--- src/rtl/instr_mem_pkg.sv ---
// ---------------------------------------------------------------------------
// instr_mem_pkg
// Shared types and default constants for the instruction memory / fetch
// engine slice.
//   DATA_W_DEF, DEPTH_DEF, ADDR_W_DEF : default geometry
//   fetch_entry_t                     : one buffered fetch result
//                                       {instr, addr, err} at default geometry
// ---------------------------------------------------------------------------
package instr_mem_pkg;

  localparam int DATA_W_DEF    = 32;
  localparam int DEPTH_DEF     = 64;
  localparam int ADDR_W_DEF    = $clog2(DEPTH_DEF);
  localparam int BUF_DEPTH_DEF = 2;

  typedef struct packed {
    logic [DATA_W_DEF-1:0] instr;
    logic [ADDR_W_DEF-1:0] addr;
    logic                  err;
  } fetch_entry_t;

endpackage

--- src/rtl/instr_mem_fetch_buf.sv ---
// ---------------------------------------------------------------------------
// fetch_buf
// Small synchronous FIFO holding fetched instructions between the memory
// read and the consumer handshake.
//   clk, reset_n : clock, asynchronous active-low reset
//   flush        : drop every entry (wins over push/pop)
//   push         : write push_data at the tail (caller guarantees room)
//   push_data    : entry to store
//   pop          : remove the head entry (caller guarantees non-empty)
//   head_data    : current head entry, zero while empty
//   head_valid   : buffer holds at least one entry
//   count        : number of entries held, 0..DEPTH
// ---------------------------------------------------------------------------
module fetch_buf #(
  parameter  int WIDTH = 39,
  parameter  int DEPTH = 2,
  localparam int PTR_W = $clog2(DEPTH),
  localparam int CNT_W = $clog2(DEPTH) + 1
) (
  input  logic             clk,
  input  logic             reset_n,
  input  logic             flush,
  input  logic             push,
  input  logic [WIDTH-1:0] push_data,
  input  logic             pop,
  output logic [WIDTH-1:0] head_data,
  output logic             head_valid,
  output logic [CNT_W-1:0] count
);

  logic [WIDTH-1:0] entries [DEPTH];
  logic [PTR_W-1:0] rd_ptr;
  logic [PTR_W-1:0] wr_ptr;

  // Pointers wrap naturally because DEPTH is a power of two.
  always_ff @(posedge clk or negedge reset_n) begin
    if (!reset_n) begin
      rd_ptr <= '0;
      wr_ptr <= '0;
      count  <= '0;
    end else if (flush) begin
      rd_ptr <= '0;
      wr_ptr <= '0;
      count  <= '0;
    end else begin
      if (push) wr_ptr <= wr_ptr + PTR_W'(1);
      if (pop)  rd_ptr <= rd_ptr + PTR_W'(1);
      count <= count + CNT_W'(push) - CNT_W'(pop);
    end
  end

  always_ff @(posedge clk) begin
    if (push && !flush) entries[wr_ptr] <= push_data;
  end

  // Storage is not reset, so the head is forced to zero while empty.
  assign head_valid = (count != '0);
  assign head_data  = head_valid ? entries[rd_ptr] : '0;

endmodule

--- src/rtl/instr_mem_fetch.sv ---
// ---------------------------------------------------------------------------
// instr_mem_fetch
// Instruction memory with an integrated sequential fetch engine. A program
// counter walks the memory one word per cycle into a small output buffer
// which is drained through a valid/ready handshake. A redirect port flushes
// the buffer and reloads the PC; a store port writes the program and stalls
// fetching for that cycle.
//
// Optional feature macro: INSTR_MEM_PARITY_EN
//   defined   : every word carries an even-parity bit, re-checked on fetch,
//               mismatches flagged on instr_err
//   undefined : no parity storage, instr_err tied to 0
//
// Ports:
//   clk, reset_n          : clock, asynchronous active-low reset
//   store_en/addr/data    : program load port (priority over fetch)
//   fetch_en              : allow sequential fetching
//   redirect_valid/addr   : flush buffer and jump to redirect_addr
//   instr_valid/ready     : head handshake
//   instr, instr_addr     : head instruction and its word address
//   instr_err             : parity error on the head entry
// ---------------------------------------------------------------------------
module instr_mem_fetch
  import instr_mem_pkg::*;
#(
  parameter  int DATA_W     = DATA_W_DEF,
  parameter  int DEPTH      = DEPTH_DEF,
  parameter  int BUF_DEPTH  = BUF_DEPTH_DEF,
  parameter  int RESET_ADDR = 0,
  localparam int ADDR_W     = $clog2(DEPTH)
) (
  input  logic              clk,
  input  logic              reset_n,
  input  logic              store_en,
  input  logic [ADDR_W-1:0] store_addr,
  input  logic [DATA_W-1:0] store_data,
  input  logic              fetch_en,
  input  logic              redirect_valid,
  input  logic [ADDR_W-1:0] redirect_addr,
  output logic              instr_valid,
  input  logic              instr_ready,
  output logic [DATA_W-1:0] instr,
  output logic [ADDR_W-1:0] instr_addr,
  output logic              instr_err
);

  localparam int ENTRY_W = DATA_W + ADDR_W + 1;
  localparam int CNT_W   = $clog2(BUF_DEPTH) + 1;

  logic [DATA_W-1:0]  mem [DEPTH];
  logic [ADDR_W-1:0]  pc;
  logic [CNT_W-1:0]   buf_count;
  logic [CNT_W-1:0]   occ_after_pop;
  logic [ENTRY_W-1:0] push_data;
  logic [ENTRY_W-1:0] head_data;
  logic               pop;
  logic               issue;
  logic               read_err;

  always_ff @(posedge clk) begin
    if (store_en) mem[store_addr] <= store_data;
  end

`ifdef INSTR_MEM_PARITY_EN
  logic par_mem [DEPTH];

  // Even parity: stored bit equals XOR of the data, so a clean word
  // always re-checks to zero.
  always_ff @(posedge clk) begin
    if (store_en) par_mem[store_addr] <= ^store_data;
  end

  assign read_err = (^mem[pc]) ^ par_mem[pc];
`else
  assign read_err = 1'b0;
`endif

  assign pop = instr_valid && instr_ready;

  // Room is judged after this cycle's pop, so a full buffer being drained
  // can still accept a new word every cycle.
  assign occ_after_pop = buf_count - CNT_W'(pop);
  assign issue = fetch_en && !store_en && !redirect_valid &&
                 (occ_after_pop < CNT_W'(BUF_DEPTH));

  assign push_data = {mem[pc], pc, read_err};

  always_ff @(posedge clk or negedge reset_n) begin
    if (!reset_n) begin
      pc <= ADDR_W'(RESET_ADDR);
    end else if (redirect_valid) begin
      pc <= redirect_addr;
    end else if (issue) begin
      pc <= pc + ADDR_W'(1);
    end
  end

  fetch_buf #(
    .WIDTH (ENTRY_W),
    .DEPTH (BUF_DEPTH)
  ) u_fetch_buf (
    .clk        (clk),
    .reset_n    (reset_n),
    .flush      (redirect_valid),
    .push       (issue),
    .push_data  (push_data),
    .pop        (pop),
    .head_data  (head_data),
    .head_valid (instr_valid),
    .count      (buf_count)
  );

  assign instr      = head_data[ENTRY_W-1 -: DATA_W];
  assign instr_addr = head_data[ADDR_W:1];
  assign instr_err  = head_data[0];

endmodule

--- config.mk ---
export PLATFORM = sky130hd
export DESIGN_NAME = instr_mem_fetch
export DESIGN_NICKNAME = d
export VERILOG_FILES = /design/src/rtl/instr_mem_pkg.sv /design/src/rtl/instr_mem_fetch_buf.sv /design/src/rtl/instr_mem_fetch.sv
export SDC_FILE = /design/constraint.sdc
export NUM_CORES = 2
export LEC_CHECK = 0
export CORE_MARGIN = 2
export CORE_UTILIZATION = 48
export DETAILED_ROUTE_END_ITERATION = 16
export PLACE_DENSITY = 0.7
export SLEW_MARGIN = 20
export SYNTH_ARGS = -nofsm -noshare
export SYNTH_HDL_FRONTEND = slang
export SYNTH_HIERARCHICAL = 1
export SYNTH_SLANG_ARGS = --single-unit
--- constraint.sdc ---
create_clock -name clk -period 6.4 [get_ports clk]
set_input_delay 0.96 -clock clk [delete_from_list [all_inputs] [get_ports clk]]
set_output_delay 0.96 -clock clk [all_outputs]
set_load 0.005 [all_outputs]
==> metrics <==
status=finished, final reports clean; Clock Skew=roughly 28 ps; DRT iter0 DRCs=about 6000; vias per inst=roughly 6.4; Clock transition at path regs=about 60 ps; total track usage=between 20 and 30%; Root Driver=clkbuf_16; post-CTS setup buffers=0; placed cell count=just over 6000; Final Core Density=54.8%; cts repair resizes=0; Synth cell types=between 50 and 60; Synth Flop Type=edfxtp_1; ys async rst share=0.468%; PD cells=343 nW/um^2; count of state elements after synthesis=roughly 2100; Core ar.=~170000 um^2; num ports=90; average size of a mapped cell=21.5 um^2; Reg2Reg Capture Point=u_fetch_buf/entries[1][22]; Setup-failing EPs final=0; Required @ worst endpoint=between 5000 and 6000 ps; internal cell power=around 24 mW; worst reg2reg path startpoint=pc[1]; Filler Cells Inserted=around 12000; Die Footprint=between 150000 and 200000 um^2; die height=approximately 420 um; worst slew pin tran=around 1300 ps; critical path capture point type=output pin; Die Width=about 420 um; EDFF count, synth=around 2100; synthesized cell area=just over 80000 um^2; first-pass GRT wire length=roughly 300000 um; share of cells above drive strength 1=roughly 22%; total power draw=between 30 and 40 mW; # Max-Cap Violations=0; R2R cell count=6; count of nets after finishing=slightly above 4000; # hold bufs at CTS=0; post-synthesis sequential area ratio=between 70 and 80%; commonest non-fill, non-tap cell in the layout=edfxtp_1; final WL=219000 um; Final Max Tran Viols=0; port bufs=between 80 and 90; Hold WS=between 400 and 500 ps; Pleak=29.5 nW; Cells after Synth=around 3800; R2R setup slack=2120 ps; Area Overhead vs Synth=13.1%; slew margin rel.=between 10% and 20%; Skew-Pair Late Insertion Delay=850 ps; Max FO, Critical Path=40; Setup CP Type=reg2out; TNS Setup=0 ps; Setup crit start kind=flop; commonest non-fill, non-tap cells in the layout=edfxtp_1 (2126), mux2i_1 (381), mux4_2 (366); peak supply drop=between 0.2 and 0.3 mV; CTS sink cnt=between 2000 and 2500; initial antenna violation count=10; Initial Utilization=approximately half; CTS tree=built; Wirelength per Cell=34.1 um; CTS H-tree lvls=4; Detail Placement HPWL=130000 um; sequential power share=a little under 50%; clock share of power=approximately 37%; Hold Vio Cnt, Final=0; Sw Share=24.9%; Hold Path Class=in2async; std cell rows=~150; minimum clock period=around 4300 ps; vias in the first global route=around 40000; RSZ-0062 raised after global routing=no; largest net degree at the start of global routing=85; CTS max path bufs=3; Routability Congestion=0.896; Max Fclk=around 230 MHz; via count=about 41000; Final ANT Viol Nets=0; final worst path period share=about two thirds; Warnings, synthesis=6; P_sw=around 7.9 mW; gr ovfl total=0; drt drc=0; Worst Path Arrival=about 3400 ps; CTS Buf Count=approximately 210; Pre-antenna DRT Iters=5; fin cells=approximately 6400; Gate power share=between 10 and 15%; Antenna Diode Count=0
-- how the worst max path moves through the flow --
stage | slack [ps] | cells after the start | start | to
floorplan | 1390 | 4 | redirect_valid | u_fetch_buf/entries[0][0]
global placement | 2040 | 4 | store_en | mem[34][25]
detailed placement | 1990 | 4 | store_en | mem[4][28]
CTS | 2000 | 3 | u_fetch_buf/rd_ptr | instr[6]
global route | 2070 | 3 | u_fetch_buf/rd_ptr | instr[20]
finish | 2090 | 3 | u_fetch_buf/rd_ptr | instr[20]
-- synth_stat cells (4+ instances only) --
| master | number | area share [%] |
|---|---|---|
| o32ai_1 | 5 | 0.053 |
| dfrtp_1 | 10 | 0.30 |
| a21o_1 | 6 | 0.055 |
| inv_1 | 6 | 0.027 |
| nand2b_1 | 10 | 0.076 |
| buf_6 | 24 | 0.33 |
| and2_1 | 5 | 0.038 |
| a21oi_1 | 46 | 0.28 |
| nand4_1 | 10 | 0.076 |
| a2111oi_0 | 12 | 0.13 |
| a221oi_1 | 30 | 0.32 |
| and3_1 | 5 | 0.038 |
| o22ai_1 | 45 | 0.34 |
| buf_1 | 13 | 0.059 |
| a22oi_1 | 79 | 0.72 |
| a211o_1 | 5 | 0.053 |
| a211oi_1 | 47 | 0.43 |
| clkbuf_1 | 58 | 0.27 |
| buf_2 | 81 | 0.49 |
| mux4_2 | 366 | 10 |
| mux2i_1 | 381 | 4.6 |
| buf_8 | 4 | 0.073 |
| a31oi_1 | 5 | 0.038 |
| nand3b_1 | 14 | 0.13 |
| nor2b_1 | 13 | 0.099 |
| a221o_1 | 6 | 0.073 |
| o21ai_0 | 38 | 0.23 |
| o211ai_1 | 7 | 0.064 |
| nor2_2 | 4 | 0.030 |
| buf_4 | 44 | 0.40 |
| nand3_1 | 16 | 0.098 |
| o221ai_1 | 42 | 0.45 |
| mux2_2 | 14 | 0.19 |
| edfxtp_1 | 2126 | 78 |
| a22o_1 | 38 | 0.41 |
| nand2_1 | 42 | 0.19 |
| nor2_1 | 131 | 0.60 |
-- power groups by stage --
stage                     Combinational (mW)  Sequential [mW]  Clock, mW
after detailed placement                4.21             16.0          0
after global routing                    4.40             15.8       12.5
final                                   4.26             15.8       11.8
after CTS                               4.22             15.8       11.9
after floorplan                         2.63             15.9          0
after global placement                  4.17             16.0          0
-- final cells by class --
cell class | count | area (um^2) | share of cell area (%)
well taps | 2218 | 2780 | 2.99
repair buffers | 247 | 2230 | 2.41
clock buffers | 266 | 5490 | 5.91
clock inverters | 110 | 1020 | 1.10
multi-input cells | 1458 | 17200 | 18.6
inverters | 6 | 22.5 | 0.0242
flip-flops and latches | 2136 | 64100 | 69.0
-- metrics by stage --
stage / worst slack (ps) / instance area (um^2)
2_1_floorplan: 1390 / 82100
3_3_place_gp: 2040 / 86100
3_5_place_dp: 1990 / 86100
4_1_cts: 2000 / 92600
5_1_grt: 2070 / 92900
6_report: 2090 / 92900
-- worst max-delay path, stage by stage, from the launching register on --
cell             delay (ps)
dfrtp_4                1010
mux2i_1                 190
nor2_1                  590
clkdlybuf4s50_1         640
-- state kept, by name (all words and copies together) (netlist names) --
| name | flops |
|---|---|
| mem | 2048 |
| u_fetch_buf/entries | 78 |
| pc | 6 |
| u_fetch_buf/count | 2 |
| u_fetch_buf/rd_ptr | 1 |
| u_fetch_buf/wr_ptr | 1 |
-- logic make-up after synthesis --
logic type,share of synthesized area (%)
DFF,78.1
muxes,14.9
AOI/OAI and AO/OA,3.82
and+or+nand+nor,1.47
buffers and inverters,1.65
xor gates and xnor gates,0.0808
adders and majority gates,0.0457
other,0.00457
-- routing by layer --
metal | track usage, % | routed length (um) | share of wire (%) | up-vias
met5 | 0.861 | 222 | 0.10 | -
met4 | 10.8 | 10500 | 4.8 | 4
met3 | 5.77 | 23100 | 11 | 424
met2 | 39.5 | 104000 | 47 | 2453
met1 | 34.0 | 81300 | 37 | 21600
li1 | - | - | - | 16600
No activity file was read; power rests on OpenSTA's default activity.
